<file path="config.mk">
export PLATFORM = sky130hd
export DESIGN_NAME = instruction_fetch
export DESIGN_NICKNAME = d
export VERILOG_FILES = /design/src/rtl/instruction_fetch_pkg.sv /design/src/rtl/instruction_fetch_fifo.sv /design/src/rtl/instruction_fetch.sv
export SDC_FILE = /design/constraint.sdc
export NUM_CORES = 1
export LEC_CHECK = 0
export ABC_AREA = 1
export BUFFER_PORTS_ARGS = -buffer_cell sky130_fd_sc_hd__clkbuf_2
export CORE_ASPECT_RATIO = 1.1
export CORE_MARGIN = 2
export CORE_UTILIZATION = 45
export CTS_BUF_LIST = sky130_fd_sc_hd__clkbuf_16
export DETAILED_ROUTE_END_ITERATION = 12
export GPL_TIMING_DRIVEN = 0
export MAX_ROUTING_LAYER = met4
export PLACE_DENSITY = 0.66
export SLEW_MARGIN = 5
export SYNTH_ARGS = -nofsm -noshare
export SYNTH_HDL_FRONTEND = slang
export SYNTH_SLANG_ARGS = --single-unit
</file>
<file path="constraint.sdc">
create_clock -name clk -period 2.3 [get_ports clk]
set_clock_uncertainty 0.2 [all_clocks]
set_input_delay 0.345 -clock clk [delete_from_list [all_inputs] [get_ports clk]]
set_output_delay 0.345 -clock clk [all_outputs]
set_load 0.05 [all_outputs]
</file>
<file path="src/rtl/instruction_fetch_pkg.sv">
// Shared definitions for the fetch stage: FSM encodings, FIFO sizing and the
// imem word-address width helper used by the memory, fetch and decode blocks.
package instruction_fetch_pkg;

    localparam int STATE_W = 2;

    localparam logic [STATE_W-1:0] ST_IDLE  = 2'd0;
    localparam logic [STATE_W-1:0] ST_FETCH = 2'd1;
    localparam logic [STATE_W-1:0] ST_DRAIN = 2'd2;
    localparam logic [STATE_W-1:0] ST_DONE  = 2'd3;

    localparam int FIFO_DEPTH_DEF = 4;

    function automatic int imem_addr_width(input int data_width);
        return $clog2(65536 / data_width);
    endfunction

endpackage

</file>
<file path="src/rtl/instruction_fetch_fifo.sv">
// Prefetch FIFO: registered head/valid, occupancy count, synchronous flush.
module fetch_fifo #(
    parameter int DATA_WIDTH = 32,
    parameter int DEPTH      = 4
) (
    input  logic                     clk,
    input  logic                     rst_n,
    input  logic                     flush,
    input  logic                     push,
    input  logic [DATA_WIDTH-1:0]    push_data,
    input  logic                     pop,
    output logic                     valid,
    output logic [DATA_WIDTH-1:0]    head,
    output logic [$clog2(DEPTH):0]   count
);

    localparam int PTR_W = $clog2(DEPTH);
    localparam int CNT_W = PTR_W + 1;
    localparam logic [PTR_W-1:0] PTR_ONE  = PTR_W'(1);
    localparam logic [PTR_W-1:0] PTR_ZERO = {PTR_W{1'b0}};
    localparam logic [CNT_W-1:0] CNT_ONE  = CNT_W'(1);
    localparam logic [CNT_W-1:0] CNT_ZERO = {CNT_W{1'b0}};
    localparam logic [CNT_W-1:0] CNT_FULL = CNT_W'(DEPTH);

    logic [DATA_WIDTH-1:0] mem_q [DEPTH];
    logic [DATA_WIDTH-1:0] mem_d [DEPTH];
    logic [PTR_W-1:0]      wr_ptr_q, wr_ptr_d;
    logic [PTR_W-1:0]      rd_ptr_q, rd_ptr_d;
    logic [CNT_W-1:0]      count_q, count_d;
    logic                  do_push_s;
    logic                  do_pop_s;

    // Next-state for storage, pointers and occupancy; flush overrides push/pop.
    always_comb begin
        do_pop_s  = pop && (count_q != CNT_ZERO);
        do_push_s = push && ((count_q != CNT_FULL) || do_pop_s);
        mem_d     = mem_q;
        wr_ptr_d  = wr_ptr_q;
        rd_ptr_d  = rd_ptr_q;
        count_d   = count_q;
        if (flush) begin
            wr_ptr_d = PTR_ZERO;
            rd_ptr_d = PTR_ZERO;
            count_d  = CNT_ZERO;
        end else begin
            if (do_push_s) begin
                mem_d[wr_ptr_q] = push_data;
                wr_ptr_d        = wr_ptr_q + PTR_ONE;
            end else begin
                wr_ptr_d = wr_ptr_q;
            end
            if (do_pop_s) begin
                rd_ptr_d = rd_ptr_q + PTR_ONE;
            end else begin
                rd_ptr_d = rd_ptr_q;
            end
            case ({do_push_s, do_pop_s})
                2'b10:   count_d = count_q + CNT_ONE;
                2'b01:   count_d = count_q - CNT_ONE;
                default: count_d = count_q;
            endcase
        end
    end

    // State registers, storage included so the head reads 0 out of reset.
    always_ff @(posedge clk or negedge rst_n) begin
        if (!rst_n) begin
            for (int i = 0; i < DEPTH; i++) begin
                mem_q[i] <= {DATA_WIDTH{1'b0}};
            end
            wr_ptr_q <= PTR_ZERO;
            rd_ptr_q <= PTR_ZERO;
            count_q  <= CNT_ZERO;
        end else begin
            mem_q    <= mem_d;
            wr_ptr_q <= wr_ptr_d;
            rd_ptr_q <= rd_ptr_d;
            count_q  <= count_d;
        end
    end

    assign valid = (count_q != CNT_ZERO);
    assign head  = mem_q[rd_ptr_q];
    assign count = count_q;

endmodule

</file>
<file path="src/rtl/instruction_fetch.sv">
// Fetch stage: streams num_inst words from imem port B into a prefetch FIFO
// and hands them to the decoder over valid/ready, hiding the 1-cycle read latency.
module instruction_fetch
    import instruction_fetch_pkg::*;
#(
    parameter int DATA_WIDTH = 32,
    parameter int ADDR_WIDTH = imem_addr_width(DATA_WIDTH),
    parameter int FIFO_DEPTH = FIFO_DEPTH_DEF
) (
    input  logic                  clk,
    input  logic                  reset,
    input  logic                  start,
    input  logic [ADDR_WIDTH-1:0] start_addr,
    input  logic [ADDR_WIDTH:0]   num_inst,
    input  logic                  abort,
    output logic                  busy,
    output logic                  done,
    output logic                  imem_read_req,
    output logic [ADDR_WIDTH-1:0] imem_read_addr,
    input  logic [DATA_WIDTH-1:0] imem_read_data,
    output logic                  inst_valid,
    output logic [DATA_WIDTH-1:0] inst_data,
    input  logic                  inst_ready
);

    localparam int CNT_W = $clog2(FIFO_DEPTH) + 1;
    localparam logic [CNT_W:0]      DEPTH_C     = (CNT_W + 1)'(FIFO_DEPTH);
    localparam logic [CNT_W-1:0]    CNT_ZERO    = {CNT_W{1'b0}};
    localparam logic [CNT_W-1:0]    CNT_ONE     = CNT_W'(1);
    localparam logic [ADDR_WIDTH:0] REMAIN_ZERO = {(ADDR_WIDTH + 1){1'b0}};
    localparam logic [ADDR_WIDTH:0] REMAIN_ONE  = (ADDR_WIDTH + 1)'(1);
    localparam logic [ADDR_WIDTH-1:0] ADDR_ONE  = ADDR_WIDTH'(1);

    logic [STATE_W-1:0]    state_q, state_d;
    logic [ADDR_WIDTH-1:0] addr_q, addr_d;
    logic [ADDR_WIDTH:0]   remain_q, remain_d;
    logic                  pend_q, pend_d;
    logic [CNT_W-1:0]      fifo_count_s;
    logic [CNT_W:0]        credit_s;
    logic                  issue_s;
    logic                  push_s;
    logic                  pop_s;
    logic                  flush_s;
    logic                  drain_empty_s;

    // Credit check: words already buffered plus the one in flight must leave room.
    always_comb begin
        flush_s       = abort && (state_q != ST_IDLE);
        credit_s      = {1'b0, fifo_count_s} + {{CNT_W{1'b0}}, pend_q};
        issue_s       = (state_q == ST_FETCH) && !abort &&
                        (remain_q != REMAIN_ZERO) && (credit_s < DEPTH_C);
        pop_s         = inst_valid && inst_ready;
        push_s        = pend_q && !flush_s;
        // Empty counts the same-cycle pop so done lands right after the last accept.
        drain_empty_s = !pend_q && ((fifo_count_s == CNT_ZERO) ||
                                    ((fifo_count_s == CNT_ONE) && pop_s));
    end

    // FSM and address/remain/pending next-state.
    always_comb begin
        state_d  = state_q;
        addr_d   = addr_q;
        remain_d = remain_q;
        pend_d   = issue_s;
        case (state_q)
            ST_IDLE: begin
                if (start) begin
                    if (num_inst != REMAIN_ZERO) begin
                        state_d  = ST_FETCH;
                        addr_d   = start_addr;
                        remain_d = num_inst;
                    end else begin
                        state_d = ST_DONE;
                    end
                end else begin
                    state_d = ST_IDLE;
                end
            end
            ST_FETCH: begin
                if (abort) begin
                    state_d = ST_IDLE;
                end else if (issue_s && (remain_q == REMAIN_ONE)) begin
                    state_d = ST_DRAIN;
                end else begin
                    state_d = ST_FETCH;
                end
            end
            ST_DRAIN: begin
                if (abort) begin
                    state_d = ST_IDLE;
                end else if (drain_empty_s) begin
                    state_d = ST_DONE;
                end else begin
                    state_d = ST_DRAIN;
                end
            end
            ST_DONE: state_d = ST_IDLE;
            default: state_d = ST_IDLE;
        endcase
        if (issue_s) begin
            addr_d   = addr_q + ADDR_ONE;
            remain_d = remain_q - REMAIN_ONE;
        end else begin
            pend_d = 1'b0;
        end
    end

    // Control registers.
    always_ff @(posedge clk or negedge reset) begin
        if (!reset) begin
            state_q  <= ST_IDLE;
            addr_q   <= {ADDR_WIDTH{1'b0}};
            remain_q <= REMAIN_ZERO;
            pend_q   <= 1'b0;
        end else begin
            state_q  <= state_d;
            addr_q   <= addr_d;
            remain_q <= remain_d;
            pend_q   <= pend_d;
        end
    end

    fetch_fifo #(
        .DATA_WIDTH (DATA_WIDTH),
        .DEPTH      (FIFO_DEPTH)
    ) u_fifo (
        .clk        (clk),
        .rst_n      (reset),
        .flush      (flush_s),
        .push       (push_s),
        .push_data  (imem_read_data),
        .pop        (pop_s),
        .valid      (inst_valid),
        .head       (inst_data),
        .count      (fifo_count_s)
    );

    assign busy           = (state_q != ST_IDLE);
    assign done           = (state_q == ST_DONE);
    assign imem_read_req  = issue_s;
    assign imem_read_addr = addr_q;

endmodule

</file>
Yosys cells after proc, flatten, opt, wreduce, memory -nomap -nowiden
Index checks and enable logic that the tools add are counted.
{"block": "classes", "add_sub_neg": 7, "order_cmp": 4, "eq_ne": 8, "n_mux": 28, "bitwise_logic": 3, "reduce_logical": 31}
{"op": "$bwmux W128", "count": 1}
{"op": "$mux W32", "count": 3}
{"op": "$bmux W32 S2", "count": 1}
{"op": "$demux W32 S2", "count": 1}
{"op": "$mux W12", "count": 4}
{"op": "$mux W11", "count": 4}
{"op": "$reduce_bool A12 Y1", "count": 2}
{"op": "$mux W2", "count": 9}
{"op": "$eq A12 B1 Y1 const B", "count": 1}
{"op": "$logic_and A1 B1 Y1", "count": 12}
{"op": "$reduce_bool A2 Y1", "count": 6}
{"op": "$sub A12 B1 Y12 const B", "count": 1}
{"op": "$add A11 B1 Y11 const B", "count": 1}
{"op": "$pmux W2 S4", "count": 1}
{"op": "$eq A2 B2 Y1 const B", "count": 3}
{"op": "$ge A3 B3 Y1 const B", "count": 2}
{"op": "$not A2 Y3", "count": 2}
{"op": "$pmux W3 S2", "count": 1}
{"op": "$reduce_bool A3 Y1", "count": 2}
{"op": "$add A2 B1 Y2 const B", "count": 2}
{"op": "$add A3 B1 Y4", "count": 1}
{"op": "$eq A2 B1 Y1 const B", "count": 2}
{"op": "$lt A4 B3 Y1 const B", "count": 1}
{"op": "$add A3 B1 Y3 const B", "count": 1}
{"op": "other kinds (13)", "count": 17}
{"block": "totals", "reg_bits": 161, "wordCells": 92}

Logic depth before layout (Yosys ltp)
Gate-level depths: netlist of run 1.
{"block": "depth", "depth_word": 8, "mapped_depth": 11, "mapped_depth_nobuf": 11}

By module
Synthesis of run 1 repeated with hierarchy kept, for this count alone.
{"block": "hier_totals", "hier_cells": 972, "hier_area_um2": 8242.9}
{"mod": "fetch_fifo", "instances": 1, "cells_per_inst": 680, "area_each_um2": 6306.0, "seq_area_each_um2": 3378.2}
{"mod": "instruction_fetch", "instances": 1, "cells_per_inst": 292, "area_each_um2": 1936.9, "seq_area_each_um2": 650.6}

Worst setup path before layout of run 1
OpenSTA, ideal clock, no wires.
{"block": "synth_timing", "path_type": "flip-flop to output port", "startpoint": "reg u_fifo.rd_ptr_q[0]", "endpoint": "out inst_data[10]", "arrival_ns": 1.773, "required_ns": 1.755, "slack_ns": -0.018, "stages_incl_launch_ff": 5, "path_buffers": 2, "cell_sequence": "dfrtp_1 clkbuf_1 clkbuf_1 nor2_1 o22ai_1"}
{"block": "synth_between", "elab_chain_cells": 4}
{"element": "from (decl)", "line": "instruction_fetch_fifo.sv:28", "source": "logic [PTR_W-1:0] rd_ptr_q, rd_ptr_d;"}
{"element": "from (signal assigned)", "line": "instruction_fetch_fifo.sv:77", "source": "rd_ptr_q <= rd_ptr_d;"}
{"element": "$not A2 Y3 (not written as such)", "line": "instruction_fetch_fifo.sv:83", "source": "assign head = mem_q[rd_ptr_q];"}
{"element": "$bmux W32 S2", "line": "instruction_fetch_fifo.sv:83"}
{"element": "$mux W32 (not written as such) (2 in series)", "line": "instruction_fetch_fifo.sv:83"}
{"element": "to (decl)", "line": "instruction_fetch.sv:22", "source": "output logic [DATA_WIDTH-1:0] inst_data,"}
Every way passes these cells. The select of a mux whose other input is x is not followed.

Worst setup path in the final report of run 1
{"block": "layout_timing", "startpoint": "reg u_fifo.rd_ptr_q[0]", "endpoint": "out inst_data[0]"}
The elaborated chain is that of the path after synthesis.

==> results.yml, run 1 <==
run_status:
  status: "complete, no violations"
global_route:
  grt_max_degree: 101
  top_usage_layer: "met2"
  use_met2: 0.412
  antenna_found_initial: 0
  met1_usage: 0.316
  overflow: 0
  grt_util_all_layers: 0.252
  grt_pass1_vias: 6943
  grt_pass1_wl_um: 35000
  met3_usage: 0.0502
die:
  ios: 107
  core_area_mm2: 0.0170
  dieArea_mm2: 0.0183
  start_util: 0.458
  rows: 50
  die_y_um: 142
  dieWidth_um: 129
sta:
  rsz0062_at_grt: "yes"
  min_period_over_period: 0.987
  slew_violations: 0
  slew_headroom: 0.608
  fin_crit_ns: 2.27
  tns_ns: 0
  hold-worst-slack_ns: 0.0165
  setup_viol: 0
  fmax_ghz: 0.441
  worstMarginPinSlew_ns: 0.584
  report.final.hold_viol_count: 0
hold_path:
  hp-class: "input port to flop"
  hp-start: "imem_read_data[9]"
routing:
  wire_per_inst_um: 15.6
  drt_first_pass_iters: 5
  route.antenna.remaining_nets: 0
  post_drt_via_cell_ratio: 5.21
  dr.first_iter.drc_count: 511
  drc_errors: 0
  vias: 7088
  routed_wl_um: 21200
synth:
  synth_nets: 1036
  ys_ff_latch: 161
  ys.flop_type: "dfrtp_1"
  yosysMostFrequentCell: "nand2_1"
  ys_top_cells_by_area: "dfrtp_1 52%, o21ai_0 13%, nand2_1 12%, nor2_1 4.7%, inv_1 3.2%"
  netlist.area_leader.share: 0.519
  synth_common_cells: "243 x nand2_1, 206 x o21ai_0, 161 x dfrtp_1, 98 x nor2_1, 66 x inv_1"
  syn-instance-count: 965
  synth.distinct_cells: 32
  yosys.area.top_type: "dfrtp_1"
  async_flop_share: 1.00
  syn_avg_cell_area_um2: 8.04
  yosysWarnings: 0
  netlist_area_mm2: 0.00776
  synth_edf_count: 0
  seq_area_frac_synth: 0.519
placed_design:
  io_buffers: 106
  placed_area_mm2: 0.00880
  place_congestion: 0.868
  dp_hpwl_um: 14100
finish:
  nNetsFinal: 1185
  num_antenna_cells: 0
  fin_area_mm2: 0.00991
  syn2layout_area_growth_pct: 27.7
  post-route-util: 0.584
  drive_above_1_share: 0.226
power:
  leakage_uw: 0.00493
  powerDensity_mw_per_mm2: 1580
  p_total_uw: 15700
  ir_drop_uv: 1030
worst_setup_path:
  rr_startpoint: "u_fifo.count[0]"
  endpoint_kind: "output port"
  cp.arrival_ns: 1.72
  critPathLaunch: "u_fifo.rd_ptr_q[0]"
  start_kind: "flop"
  critical_path_class: "flop to output port"
  cp.required_ns: 1.75
  crit_fanout: 10
clock_tree:
  insertion_delay_ns: 0.42
  h-tree-depth: 4
  tritoncts: "built"
  cts_root_buf: "clkbuf_16"
  clk_pin_slew_ns: 0.06
  cts_buffers: 17
  clk_path_buf_depth: 2
  clock-sinks: 161
flow_run:
  cap_viol_max_count: 0
## cell families after synthesis
family          after synthesis  synth area share
compound gates              246             0.164
xor+xnor                     10            0.0113
fa+ha+maj                    11            0.0177
buf+inv                     119            0.0650
flops                       161             0.519
simple gates                418             0.222
## per-layer routing
layer	wire length, µm	part of all wire
met4	210	0.0099
met2	10600	0.50
met5	0	0
met3	1080	0.051
met1	9400	0.44
## stage by stage
| step | setup WS, ns | instances |
|---|---|---|
| final | 0.0301 | 1360 |
| after global routing | -0.0533 | 1360 |
| after CTS | 0.00576 | 1357 |
| after detailed placement | -0.134 | 1306 |
| after global placement | -2.28 | 1305 |
| after floorplan | 0.109 | 965 |
## layout make-up
class,instances,area [µm²]
clock inverter,14,150
multi-input combinational,685,3470
inverter,70,278
clock buffer,17,425
tap,234,293
sequential,161,4040
timing repair buffer,131,938
fill,1569,7050
buffer,48,318
## worst max-delay path, cell delays in order (launching register included)
cell and delay [ns]:
dfrtp_2 0.45, clkinv_4 0.11, buf_4 0.20, nor2_1 0.07, o22ai_2 0.24, clkbuf_8 0.23
## registers in the layout (all words and copies together) (netlist names)
name and count:
imem_read_addr 11, pend_q 1, remain_q 12, state_q 2
u_fifo.count 3, u_fifo.mem_q 128, u_fifo.rd_ptr_q 2, u_fifo.wr_ptr_q 2
## timing repair
action	CTS	global route
setup endpoints to repair	33	83
hold buffers	12	0
pin swaps	3	1
hold endpoints to repair	72	0
resized for setup	102	67
setup buffers	9	3
## power breakdown
group          leakage (µW)  switching (µW)  internal, µW
sequential          0.00207             841          4040
clock              0.000296            1150          1680
combinational       0.00256            5170          2780
## final timing paths
check	end	cells after the start	slack, ns
max	inst_data[0]	5	0.03
max in group asynchronous	u_fifo.rd_ptr_q[0]	3	0.75
min in group asynchronous	u_fifo.mem_q[74]	2	0.26
max reg2reg	u_fifo.mem_q[53]	9	0.09
min reg2reg	u_fifo.mem_q[55]	2	0.28
min	u_fifo.mem_q[9]	3	0.02
## layout by cell type (no fill, tap or decap), types with 3 or more instances in the layout
cell and count:
nand3b_1 4, dfrtp_1 156, dfrtp_2 5, ha_1 10
or2_2 3, inv_6 3, dlygate4sd3_1 12, nand3_1 49
buf_2 25, clkbuf_2 77, bufinv_16 3, o22ai_2 32
xnor2_1 5, nor2_4 5, clkinv_2 3, nand2_1 243
o21ai_1 31, xor2_1 5, buf_4 27, inv_1 66
nand2_2 4, clkinv_1 3, clkbuf_8 13, nor3_1 4
inv_2 3, nor2_1 95, clkbuf_16 18, nand2_4 5
clkbuf_4 18, clkinv_4 3, o21ai_0 179, a21oi_1 3
buf_6 5
No activity file was read; power rests on OpenSTA's default activity.
==> run 2, diff against run 1 <==
Settings changed: ABC_AREA 1 to unset.
==> results.yml, run 2 <==
worst_setup_path:
  crit_path_frequent_cell: "buf_6"
  critPathSlowestCell: "mux4_2"
  cp.buffers_inverters: 3
  cp.arrival_ns: 1.89
  crit_family: "multiplexers"
  cp.required_ns: 1.75
  cp_cell_sequence: "buf_6 -> clkbuf_16 -> mux4_2 -> buf_6"
  critical_path_class: "flop to output port"
  start_kind: "flop"
  endpoint_kind: "output port"
  cp_slowest_stage_delay_ns: 0.52
  crit_fanout: 5
routing:
  drt_first_pass_iters: 6
  drc_errors: 0
  routed_wl_um: 17500
  dr.first_iter.drc_count: 261
  wire_per_inst_um: 18.6
  post_drt_via_cell_ratio: 5.52
  route.antenna.remaining_nets: 0
  vias: 5221
die:
  dieWidth_um: 128
  dieArea_mm2: 0.0179
  core_area_mm2: 0.0164
  rows: 49
  die_y_um: 140
  start_util: 0.460
  ios: 107
finish:
  drive_above_1_share: 0.502
  syn2layout_area_growth_pct: 35.5
  largest-register: "u_fifo.mem_q"
  fin_cells: 945
  final_common_cell: "dfrtp_1"
  nNetsFinal: 799
  mostFrequentLayoutCells: "155 x dfrtp_1, 121 x mux2_2, 73 x clkbuf_2, 52 x dlygate4sd3_1, 43 x buf_6"
  post-route-util: 0.623
  largest_reg_flops: 128
  num_antenna_cells: 0
  nFillCells: 1208
synth:
  ys_top_cells_by_area: "dfrtp_1 53%, mux2_2 18%, mux4_2 9.5%, ha_1 1.8%, nand2_1 1.4%"
  ys_ff_latch: 161
  netlist.area_leader.share: 0.533
  synth_common_cells: "161 x dfrtp_1, 121 x mux2_2, 32 x mux4_2, 28 x nand2_1, 18 x buf_2"
  seq_area_frac_synth: 0.533
  syn-instance-count: 531
  syn_avg_cell_area_um2: 14.2
  async_flop_share: 1.00
  synth_edf_count: 0
  netlist_area_mm2: 0.00756
  synth.distinct_cells: 61
  yosys.area.top_type: "dfrtp_1"
  yosysMostFrequentCell: "dfrtp_1"
  synth_nets: 602
  yosysWarnings: 0
  ys.flop_type: "dfrtp_1"
global_route:
  top_usage_layer: "met2"
  grt_max_degree: 114
  use_met2: 0.348
  grt_util_all_layers: 0.204
  overflow: 0
  grt_pass1_vias: 5534
  met3_usage: 0.0374
  met1_usage: 0.243
  antenna_found_initial: 0
  grt_pass1_wl_um: 27700
clock_tree:
  tritoncts: "built"
  h-tree-depth: 4
  clk_path_buf_depth: 2
  cts_buffers: 17
  cts_root_buf: "clkbuf_16"
  clk_pin_slew_ns: 0.06
  clock-sinks: 161
  insertion_delay_ns: 0.43
sta:
  fmax_ghz: 0.410
  setup_viol: 30
  report.final.hold_viol_count: 0
  worstMarginPinSlew_ns: 0.749
  slew_violations: 0
  fin_crit_ns: 2.44
  slew_headroom: 0.498
  setup_ws_ns: -0.137
  rsz0062_at_grt: "yes"
  tns_ns: -2.37
  min_period_over_period: 1.06
placed_design:
  dp_hpwl_um: 11100
  io_buffers: 106
  place_ws_ns: -0.394
  dp_cells: 842
  place_congestion: 0.825
power:
  powerDensity_mw_per_mm2: 1490
  p_total_uw: 15300
  ir_drop_uv: 787
  leakage_uw: 0.00472
hold_path:
  hp-class: "input port to flop"
flow_run:
  cap_viol_max_count: 0
run_status:
  status: "finished, violations left"
  failed_checks: "negative setup slack"
==> run 2: cell count changes in the layout (fill, tap and decap cells not counted), moves of 56 or more <==
cell     change
inv_1       -56
mux2_2     +121
nand2_1    -219
nor2_1      -83
o21ai_0    -176
==> run 2: through the flow <==
step | hold slack (ns) | area, µm²
finish | 0.0142 | 10200
global route | 0.0131 | 10200
CTS | 0.00184 | 9840
detailed placement | 0.121 | 8390
global placement | 0.268 | 8350
floorplan | -0.151 | 7570
==> run 2: worst reg2reg max path, cell delays in order (launching register included) <==
cell and delay [ns]:
dfrtp_2 0.45, nor4_2 0.29, nand4_1 0.23, buf_4 0.20
buf_4 0.13, a21oi_4 0.20, buf_12 0.15, a21oi_1 0.04
o221a_2 0.22
==> run 2: cell type report <==
class	count	area, µm²	share of cell area
tap	204	255	0.0249
buffer	24	293	0.0286
clock buffer	17	425	0.0415
multi-input combinational	330	3450	0.337
sequential	161	4040	0.394
clock inverter	15	159	0.0155
timing repair buffer	182	1570	0.154
inverter	12	50.0	0.00489
==> run 2: logic make-up after synthesis <==
family / synth area share
flip-flops: 0.533
adder cells (fa/ha/maj): 0.0195
buffers and inverters: 0.0233
multiplexers: 0.286
AND/OR/NAND/NOR: 0.0670
XOR/XNOR: 0.00695
AO/OA/AOI/OAI: 0.0645
==> run 2: per-layer routing <==
metal / wire length [µm] / share of wire / vias to the layer above
li1: - / - / 2400
met2: 9190 / 0.52 / 118
met5: 0 / 0 / -
met3: 535 / 0.031 / 22
met1: 7540 / 0.43 / 2681
met4: 265 / 0.015 / 0
==> run 2: where the power goes <==
part / switching [µW] / total (µW) / internal (µW)
Combinational: 3900 / 7510 / 3610
Clock: 1200 / 2810 / 1610
Sequential: 833 / 4990 / 4160
Total: 5930 / 15300 / 9380
==> run 2: path summary, 6_finish.rpt <==
check                      depth (start not counted)               start  slack [ns]                 to
min reg2reg                                        1    u_fifo.mem_q[83]        0.29   u_fifo.mem_q[83]
min                                                2   imem_read_data[5]        0.01   u_fifo.mem_q[37]
max                                                4  u_fifo.rd_ptr_q[0]       -0.14       inst_data[3]
max in group asynchronous                          3               reset        0.75         state_q[0]
max reg2reg                                        8         remain_q[6]        0.08  imem_read_addr[9]
min in group asynchronous                          2               reset        0.21  u_fifo.mem_q[114]
==> run 2: timing repair <==
action | 4_1_cts | 5_1_grt
hold endpoints to repair | 173 | 0
resized for setup | 98 | 94
setup endpoints to repair | 168 | 167
hold buffers | 52 | 0
pin swaps | 5 | 11
cloned | 0 | 3
setup buffers | 7 | 16
==> run 3, diff against run 2 <==
Settings changed: CTS_CLUSTER_SIZE set to 25.
Clock period 2.3 ns to 3.09 ns, I/O delays scaled along.
==> results.yml, run 3 (synthesis gave the netlist of run 2 again) <==
sta:
  fmax_ghz: 0.334
  slew_headroom: 0.459
  min_period_over_period: 0.968
  hold-worst-slack_ns: 0.0425
  report.final.hold_viol_count: 0
  setup_ws_ns: 0.0982
  slew_violations: 0
  setup_viol: 0
  worstMarginPinSlew_ns: 0.812
  fin_crit_ns: 2.99
clock_tree:
  clock-sinks: 161
  h-tree-depth: 4
  cts_buffers: 17
  clk_path_buf_depth: 2
  tritoncts: "built"
  clk_pin_slew_ns: 0.07
  insertion_delay_ns: 0.43
  cts_root_buf: "clkbuf_16"
routing:
  routed_wl_um: 16000
  dr.first_iter.drc_count: 256
  vias: 4958
  wire_per_inst_um: 18.3
  route.antenna.remaining_nets: 0
  post_drt_via_cell_ratio: 5.67
  drc_errors: 0
  drt_first_pass_iters: 4
worst_setup_path:
  cp.required_ns: 2.43
  critical_path_class: "flop to output port"
  critPathSlowestCell: "dfrtp_1"
  crit_path_frequent_cell: "clkbuf_4"
  cp.arrival_ns: 2.33
  cp.buffers_inverters: 3
  crit_family: "simple AND/OR/NAND/NOR gates"
  crit_fanout: 11
  cp_cell_sequence: "nor4_4 -> nand4_1 -> nand2_4 -> inv_1 -> clkbuf_4 -> clkbuf_4"
  endpoint_kind: "output port"
  start_kind: "flop"
  cp_slowest_stage_delay_ns: 0.45
global_route:
  grt_pass1_wl_um: 26100
  overflow: 0
  grt_util_all_layers: 0.193
  antenna_found_initial: 0
  grt_pass1_vias: 5137
  grt_max_degree: 103
placed_design:
  place_ws_ns: 0.249
  io_buffers: 106
  place_congestion: 0.812
  dp_hpwl_um: 11100
  dp_cells: 842
  placed_area_mm2: 0.00838
finish:
  largest-register: "u_fifo.mem_q"
  num_antenna_cells: 0
  fin_area_mm2: 0.00901
  largest_reg_flops: 128
  drive_above_1_share: 0.487
  fin_cells: 875
  final_common_cell: "dfrtp_1"
  mostFrequentLayoutCells: "161 x dfrtp_1, 121 x mux2_2, 104 x clkbuf_2, 32 x mux4_2, 28 x nand2_1"
  nFillCells: 1365
  post-route-util: 0.548
  nNetsFinal: 729
  syn2layout_area_growth_pct: 19.1
die:
  rows: 49
  start_util: 0.460
  die_y_um: 140
  dieWidth_um: 128
  ios: 107
  core_area_mm2: 0.0164
  dieArea_mm2: 0.0179
power:
  leakage_uw: 0.00418
  ir_drop_uv: 506
  powerDensity_mw_per_mm2: 1140
hold_path:
  hp-class: "input port to flop"
run_status:
  status: "complete, no violations"
flow_run:
  cap_viol_max_count: 0
## run 3: cell count changes in the layout (fill, tap and decap cells not counted), moves of 5 or more
cell | before | now
clkbuf_2 | 73 | 104
buf_6 | 43 | 0
buf_8 | 6 | 0
clkbuf_1 | 1 | 7
dlygate4sd3_1 | 52 | 1
dfrtp_2 | 6 | 0
dfrtp_1 | 155 | 161
buf_4 | 16 | 6
inv_6 | 5 | 0
buf_2 | 1 | 14
buf_12 | 5 | 0
## run 3: worst register-to-register path, cell delays in order (launching register included)
cell and delay [ns]:
dfrtp_1 0.39, inv_1 0.14, ha_1 0.22, nand2_1 0.09
o21ai_1 0.38, nor2_2 0.10, nand2_1 0.27, buf_2 0.37
mux2_2 0.38
## run 3: area by class of cell
| class | count | area [µm²] | area share |
|---|---|---|---|
| Buffer | 26 | 134 | 0.0149 |
| Inverter | 12 | 45.0 | 0.00500 |
| Sequential cell | 161 | 4030 | 0.447 |
| Clock buffer | 17 | 425 | 0.0472 |
| Clock inverter | 15 | 163 | 0.0181 |
| Multi-Input combinational cell | 330 | 3360 | 0.373 |
| Timing Repair Buffer | 110 | 594 | 0.0660 |
| Tap cell | 204 | 255 | 0.0283 |
## run 3: power by group
group	switching (µW)	internal [µW]	total (µW)
Clock	883	1200	2080
Combinational	2680	1840	4510
Sequential	587	3090	3680
Total	4150	6130	10300
## run 3: per-stage QoR
stage          total power, µW  setup TNS, ns
2_1_floorplan             7230              0
3_3_place_gp              8060        -203.90
3_5_place_dp              8260              0
4_1_cts                  10400              0
5_1_grt                  10800        -0.0119
6_report                 10300              0
## run 3: worst paths after layout
kind	startpoint	cells after the start	slack (ns)	endpoint
max	remain_q[3]	6	0.1	imem_read_req
max reg2reg	u_fifo.count[1]	8	0.43	u_fifo.mem_q[99]
max in group asynchronous	reset	3	1.40	state_q[1]
min	start_addr[5]	2	0.04	imem_read_addr[5]
min in group asynchronous	reset	2	0.48	u_fifo.mem_q[116]
min reg2reg	u_fifo.mem_q[84]	1	0.29	u_fifo.mem_q[84]
## run 3: repair_timing
action | CTS | global route
hold buffers | 1 | 0
endpoints found under the setup margin | 17 | 6
hold endpoints to repair | 101 | 0
buffers inserted | 1 | 1
resized for setup | 4 | 4
pin swaps | 1 | 2
## run 3: metal layers
metal / vias to the layer above / part of all wire / track usage
li1: 2263 / - / -
met1: 2544 / 0.44 / 0.240
met2: 141 / 0.50 / 0.312
met3: 10 / 0.051 / 0.0531
met4: 0 / 0.0088 / 0.0509
met5: - / 0 / -
